<file path="config.mk">
export PLATFORM = sky130hd
export DESIGN_NAME = tiny_soc
export DESIGN_NICKNAME = d
export VERILOG_FILES = /design/src/rtl/soc_pkg.sv /design/src/rtl/soc_uart_rx.sv /design/src/rtl/tiny_soc.sv
export SDC_FILE = /design/constraint.sdc
export NUM_CORES = 1
export LEC_CHECK = 0
export ABC_AREA = 1
export CORE_AREA = 2 2 94 69
export CTS_CLUSTER_SIZE = 12
export DETAILED_ROUTE_END_ITERATION = 12
export DIE_AREA = 0 0 96 71
export PLACE_DENSITY = 0.71
export SETUP_SLACK_MARGIN = 0.02
export SLEW_MARGIN = 20
export SYNTH_ARGS = -nofsm -noshare
export SYNTH_HDL_FRONTEND = slang
export SYNTH_SLANG_ARGS = --single-unit
export TNS_END_PERCENT = 30
</file>
<file path="constraint.sdc">
create_clock -name clk -period 1.7 [get_ports clk]
set_input_delay 0.17 -clock clk [delete_from_list [all_inputs] [get_ports clk]]
set_output_delay 0.17 -clock clk [all_outputs]
set_load 0.01 [all_outputs]
</file>
<file path="src/rtl/soc_pkg.sv">
// Shared types and constants for tiny_soc: TX/RX state encodings and the boot message ROM.
package soc_pkg;

   typedef enum logic [2:0] {
      TX_IDLE,
      TX_START,
      TX_DATA,
      TX_STOP,
      TX_GAP,
      TX_DONE
   } tx_state_t;

   typedef enum logic [1:0] {
      RX_IDLE,
      RX_START,
      RX_DATA,
      RX_STOP
   } rx_state_t;

   localparam int unsigned CNT_W     = 16;
   localparam int unsigned MSG_LEN   = 3;
   localparam int unsigned MSG_IDX_W = 2;

   localparam logic [7:0] MSG_ROM [MSG_LEN] = '{8'h48, 8'h49, 8'h0A};

   // Out-of-range indices read as idle-high so a bad index can never emit a start bit pattern.
   function automatic logic [7:0] msg_byte(input logic [MSG_IDX_W-1:0] idx);
      case (idx)
         2'd0:    return MSG_ROM[0];
         2'd1:    return MSG_ROM[1];
         2'd2:    return MSG_ROM[2];
         default: return 8'hFF;
      endcase
   endfunction

endpackage

</file>
<file path="src/rtl/soc_uart_rx.sv">
// 8N1 UART receiver: 2-flop synchronizer, mid-bit sampling FSM, one-cycle byte-valid strobe.
module soc_uart_rx
   import soc_pkg::*;
#(
   parameter int unsigned CLKS_PER_BIT = 16
) (
   input  logic       clk,
   input  logic       rst_n,
   input  logic       uart_rx,
   output logic       byte_valid,
   output logic [7:0] byte_data
);

   localparam logic [CNT_W-1:0] BIT_LAST  = CNT_W'(CLKS_PER_BIT - 1);
   localparam logic [CNT_W-1:0] HALF_LAST = CNT_W'(CLKS_PER_BIT / 2 - 1);

   logic [1:0]       sync_q;
   logic             rx_s;
   rx_state_t        state_q, state_n;
   logic [CNT_W-1:0] cnt_q, cnt_n;
   logic [2:0]       bit_q, bit_n;
   logic [7:0]       shift_q, shift_n;
   logic             valid_n;
   logic [7:0]       data_n;

   assign rx_s = sync_q[1];

   // rst_n is an active-high synchronous reset.
   always_ff @(posedge clk) begin
      if (rst_n) begin
         sync_q     <= 2'b11;
         state_q    <= RX_IDLE;
         cnt_q      <= '0;
         bit_q      <= '0;
         shift_q    <= '0;
         byte_valid <= 1'b0;
         byte_data  <= '0;
      end else begin
         sync_q     <= {sync_q[0], uart_rx};
         state_q    <= state_n;
         cnt_q      <= cnt_n;
         bit_q      <= bit_n;
         shift_q    <= shift_n;
         byte_valid <= valid_n;
         byte_data  <= data_n;
      end
   end

   always_comb begin
      state_n = state_q;
      cnt_n   = cnt_q;
      bit_n   = bit_q;
      shift_n = shift_q;
      valid_n = 1'b0;
      data_n  = byte_data;
      case (state_q)
         RX_IDLE: begin
            cnt_n = '0;
            bit_n = '0;
            if (!rx_s) state_n = RX_START;
         end
         RX_START: begin
            // A start that no longer reads low at mid-bit is a glitch.
            if (cnt_q == HALF_LAST) begin
               cnt_n   = '0;
               state_n = rx_s ? RX_IDLE : RX_DATA;
            end else begin
               cnt_n = cnt_q + CNT_W'(1);
            end
         end
         RX_DATA: begin
            if (cnt_q == BIT_LAST) begin
               cnt_n   = '0;
               shift_n = {rx_s, shift_q[7:1]};
               if (bit_q == 3'd7) state_n = RX_STOP;
               else               bit_n   = bit_q + 3'd1;
            end else begin
               cnt_n = cnt_q + CNT_W'(1);
            end
         end
         RX_STOP: begin
            if (cnt_q == BIT_LAST) begin
               cnt_n   = '0;
               state_n = RX_IDLE;
               if (rx_s) begin
                  valid_n = 1'b1;
                  data_n  = shift_q;
               end
            end else begin
               cnt_n = cnt_q + CNT_W'(1);
            end
         end
         default: state_n = RX_IDLE;
      endcase
   end

endmodule

</file>
<file path="src/rtl/tiny_soc.sv">
// Tiny SoC: sends a fixed 3-byte UART message once per reset and drives gpio from received bytes.
module tiny_soc
   import soc_pkg::*;
#(
   parameter int unsigned CLKS_PER_BIT = 16,
   parameter int unsigned GAP_CYCLES   = 1
) (
   input  logic       clk,
   input  logic       rst_n,
   output logic       uart_tx,
   input  logic       uart_rx,
   output logic [3:0] gpio
);

   localparam logic [CNT_W-1:0] BIT_LAST = CNT_W'(CLKS_PER_BIT - 1);
   localparam logic [CNT_W-1:0] GAP_LAST = CNT_W'((GAP_CYCLES > 0) ? GAP_CYCLES - 1 : 0);
   localparam logic [MSG_IDX_W-1:0] MSG_LAST = MSG_IDX_W'(MSG_LEN - 1);

   tx_state_t            state_q, state_n;
   logic [CNT_W-1:0]     cnt_q, cnt_n;
   logic [2:0]           bit_q, bit_n;
   logic [MSG_IDX_W-1:0] msg_q, msg_n;
   logic                 tx_n;
   logic [7:0]           cur_byte;
   logic                 rx_valid;
   logic [7:0]           rx_byte;
   logic                 unused_rx_hi;

   assign unused_rx_hi = ^rx_byte[7:4];

   soc_uart_rx #(.CLKS_PER_BIT(CLKS_PER_BIT)) u_rx (
      .clk        (clk),
      .rst_n      (rst_n),
      .uart_rx    (uart_rx),
      .byte_valid (rx_valid),
      .byte_data  (rx_byte)
   );

   always_ff @(posedge clk) begin
      if (rst_n) begin
         state_q <= TX_IDLE;
         cnt_q   <= '0;
         bit_q   <= '0;
         msg_q   <= '0;
         uart_tx <= 1'b1;
         gpio    <= 4'h0;
      end else begin
         state_q <= state_n;
         cnt_q   <= cnt_n;
         bit_q   <= bit_n;
         msg_q   <= msg_n;
         uart_tx <= tx_n;
         if (rx_valid) gpio <= rx_byte[3:0];
      end
   end

   // tx_n is the line level for the next cycle, so every transition lands exactly on a bit boundary.
   always_comb begin
      state_n  = state_q;
      cnt_n    = cnt_q;
      bit_n    = bit_q;
      msg_n    = msg_q;
      tx_n     = uart_tx;
      cur_byte = msg_byte(msg_q);
      case (state_q)
         TX_IDLE: begin
            state_n = TX_START;
            cnt_n   = '0;
            bit_n   = '0;
            tx_n    = 1'b0;
         end
         TX_START: begin
            if (cnt_q == BIT_LAST) begin
               cnt_n   = '0;
               bit_n   = '0;
               state_n = TX_DATA;
               tx_n    = cur_byte[0];
            end else begin
               cnt_n = cnt_q + CNT_W'(1);
            end
         end
         TX_DATA: begin
            if (cnt_q == BIT_LAST) begin
               cnt_n = '0;
               if (bit_q == 3'd7) begin
                  state_n = TX_STOP;
                  tx_n    = 1'b1;
               end else begin
                  bit_n = bit_q + 3'd1;
                  tx_n  = cur_byte[bit_n];
               end
            end else begin
               cnt_n = cnt_q + CNT_W'(1);
            end
         end
         TX_STOP: begin
            if (cnt_q == BIT_LAST) begin
               cnt_n = '0;
               tx_n  = 1'b1;
               if (msg_q == MSG_LAST) begin
                  state_n = TX_DONE;
               end else if (GAP_CYCLES == 0) begin
                  state_n = TX_START;
                  msg_n   = msg_q + MSG_IDX_W'(1);
                  tx_n    = 1'b0;
               end else begin
                  state_n = TX_GAP;
               end
            end else begin
               cnt_n = cnt_q + CNT_W'(1);
            end
         end
         TX_GAP: begin
            if (cnt_q == GAP_LAST) begin
               cnt_n   = '0;
               state_n = TX_START;
               msg_n   = msg_q + MSG_IDX_W'(1);
               tx_n    = 1'b0;
            end else begin
               cnt_n = cnt_q + CNT_W'(1);
            end
         end
         TX_DONE: tx_n = 1'b1;
         default: state_n = TX_IDLE;
      endcase
   end

endmodule

</file>
==> run_results.csv <==
group,metric,value,unit
outcome,outcome,"complete, no violations",
grt,overflow,0,
floorplan,ios,8,
run,drv_cap,0,
timing,max_clock_freq,0.656,GHz
yosys,synthSimpleGateAreaFrac,33.8,%
final_layout,area_growth,14.8,%
yosys,synth_seq_cells,65,
yosys,postSynthCellCount,473,
grt,first_global_vias,2618,
power_and_ir_drop,combPwrFrac,27.0,%
power_and_ir_drop,intPower,3100,µW
clock_network,cts-root-buf,"clkbuf_8",
yosys,avgSynthCellArea,7.04,µm²
power_and_ir_drop,clkPwrFrac,35.5,%
routing,viasPerCell,4.94,
worst_setup_path,crit_type,"reg -> reg",
floorplan,die_h,71,µm
power_and_ir_drop,ir_drop,0.000757,V
clock_network,clk_pin_slew,0.07,ns
yosys,synth_xor_area_share,2.37,%
routing,route.vias.total,2833,
power_and_ir_drop,power,4600,µW
yosys,synth_cell_types,34,
power_and_ir_drop,p_leak,0.00166,µW
worst_setup_path,endpoint_kind,"flip-flop",
clock_network,numCtsBuffers,9,
timing,setup_viol,0,
yosys,syn-cell-area,0.00333,mm²
worst_setup_path,arrival,1.76,ns
final_layout,nFillCells,533,
clock_network,cts_tree,"yes",
timing,rsz0062_at_grt,"no",
final_layout,design_area,0.00382,mm²
worst_setup_path,required,1.94,ns
final_layout,antenna_cells,0,
timing,worst_slack,0.175,ns
final_layout,fin_util,64.0,%
timing,tightestPinTransition,0.332,ns
worst_setup_path,cpMaxStageDelayCell,"dfxtp_1",
placed_design,dp_slack,0.0220,ns
min_path,hold_class,"in -> reg",
clock_network,cts_num_sinks,65,
worst_setup_path,crit_fanout,7,
clock_network,htreeDepth,3,
worst_setup_path,path_cells,"buf_4 -> inv_1 -> ha_1 -> nand2_1 -> nor2_2 -> nand2_1 -> nand2_2 -> nand2_2 -> inv_2 -> nand2_4 -> nand2_4 -> nor2_1",
worst_setup_path,critPathMaxStageDelay,0.32,ns
routing,first_pass_iters,5,
min_path,hp-start,"uart_rx",
grt,grt_pass1_wl,11500,µm
grt,track_usage,21.3,%
routing,dr.first_iter.drc_count,150,
floorplan,rows,24,
grt,grt_max_degree,31,
power_and_ir_drop,p_sw,1500,µW
yosys,synth_top_family_by_area,"simple AND/OR/NAND/NOR gates",
timing,hold_viol,0,
final_layout,nets,504,
floorplan,core_area,0.00598,mm²
clock_network,clk_path_buf_depth,2,
final_layout,mostFrequentLayoutCells,"nand2_1, inv_1, nor2_1, dfxtp_1, a21oi_1",
clock_network,clkLatencyLatePin,0.35,ns
final_layout,drive_gt1_share,14.5,%
worst_setup_path,startpoint,"cnt_q[0]",
grt,antenna_found_initial,0,
power_and_ir_drop,seqPwrFrac,37.5,%
final_layout,layout_commonest_cell,"nand2_1",
floorplan,dieArea,0.00682,mm²
routing,drt-wirelength-per-cell,11.1,µm
timing,setup_tns,0,ns
power_and_ir_drop,power_density,1200,mW/mm²
floorplan,die_x,96,µm
yosys,synthMuxAreaShare,0,%
yosys,ys_seq_area_share,39.1,%
placed_design,gp_congestion,0.818,
placed_design,post-dp-hpwl,4510,µm
routing,antenna_left,0,
placed_design,port_buffers,7,
floorplan,initial_core_util,55.7,%
yosys,synth_compound_area_share,11.3,%
timing,slew_headroom,77.8,%
timing,slew_viol_final,0,
yosys,synth_fa_ha_area_share,4.14,%
routing,drt_wl_total,6350,µm
timing,fin_crit_sh,89.7,%
routing,drc,0,
worst_setup_path,setup.worst_path.start_class,"flip-flop",
clock_network,postCtsHoldBufs,0,
yosys,synth.net_count,487,
placed_design,placed_cell_area,0.00350,mm²
yosys,yosysWarnings,0,
timing,skew,0.0112,ns
worst_setup_path,rr_startpoint,"cnt_q[0]",
timing,fin_crit,1.52,ns
worst_setup_path,worst-r2r-setup-slack,0.18,ns
power_and_ir_drop,p_sw_share,32.6,%
## path summary, 6_finish.rpt
kind / to / depth (start not counted)
worst max-delay path: cnt_q[5] / 12
worst min-delay path: u_rx.sync_q[0] / 2
worst max register to register: cnt_q[5] / 12
worst min register to register: u_rx.sync_q[1] / 1
## synth_stat cells (all sizes together)
library cell,instances,area (µm²)
a211oi,1,7.51
inv,70,263
buf,6,41.3
nor3,11,66.3
nand3b,1,7.51
xor2,6,52.6
o31ai,1,7.51
ha,11,138
nor3b,3,22.5
dfxtp,65,1300
xnor2,3,26.3
nand3,27,155
nand2,110,463
a31oi,1,6.26
clkbuf,2,7.51
a21oi,38,190
o21ai,26,130
a21o,1,7.51
nand4,9,56.3
nor2,75,334
o21a,1,7.51
or2,3,18.8
o21bai,2,18.8
## area by class of cell
class	count	area, µm²	area share [%]
timing repair buffer	14	135	3.54
sequential	65	1310	34.2
multi-input combinational	330	1770	46.3
clock inverter	6	114	2.98
inverter	70	263	6.87
tap	78	97.6	2.55
clock buffer	10	138	3.60
## critical path: cells and delay by family (launching register included)
kind	cells	cell delay, ns
adder cells (fa/ha/maj)	1	0.14
AND/OR/NAND/NOR	8	0.68
flip-flops	1	0.32
buffers and inverters	3	0.28
## through the flow
step                      hold WS [ns]  instances
after floorplan                  0.246        473
after global placement           0.393        556
after detailed placement         0.408        556
after CTS                        0.372        572
after global routing             0.379        573
final                            0.384        573
## state kept, by name (all words and copies together) (netlist names), named ones only
| register | flops |
|---|---|
| cnt_q | 16 |
| bit_q | 3 |
| u_rx.state_q | 1 |
| u_rx.cnt_q | 16 |
| msg_q | 2 |
| u_rx.byte_valid | 1 |
| u_rx.bit_q | 3 |
| u_rx.byte_data | 4 |
| state_q | 3 |
| uart_tx | 1 |
| u_rx.sync_q | 2 |
| gpio | 4 |
| u_rx.shift_q | 8 |
## repair_timing
action                                  4_1_cts  5_1_grt
pin swaps                                     0        5
buffers inserted                              0        1
endpoints found under the setup margin        3       36
resized for setup                             1       17
## per-layer routing
metal / vias up / global-route usage [%] / share of wire (%)
li1: 1537 / - / -
met1: 1242 / 30.4 / 53
met2: 52 / 30.9 / 41
met3: 2 / 6.18 / 5.3
met4: 0 / 6.83 / 0.68
met5: - / 0 / 0
## power by group through the flow
stage | Combinational [µW] | Sequential [µW] | Clock, µW
final | 1240 | 1730 | 1630
after global routing | 1460 | 1740 | 1740
after CTS | 1230 | 1730 | 1670
after detailed placement | 1210 | 1760 | 0
after global placement | 1180 | 1760 | 0
after floorplan | 941 | 1750 | 0
## logic make-up (layout without fill, tap and decap cells)
kind of cell    count (synthesis)  count (layout)
flops                          65              65
compound gates                 71              71
buf+inv                        78             100
fa+ha+maj                      11              11
simple gates                  239             239
xor+xnor                        9               9
No activity file was read; power rests on OpenSTA's default activity.
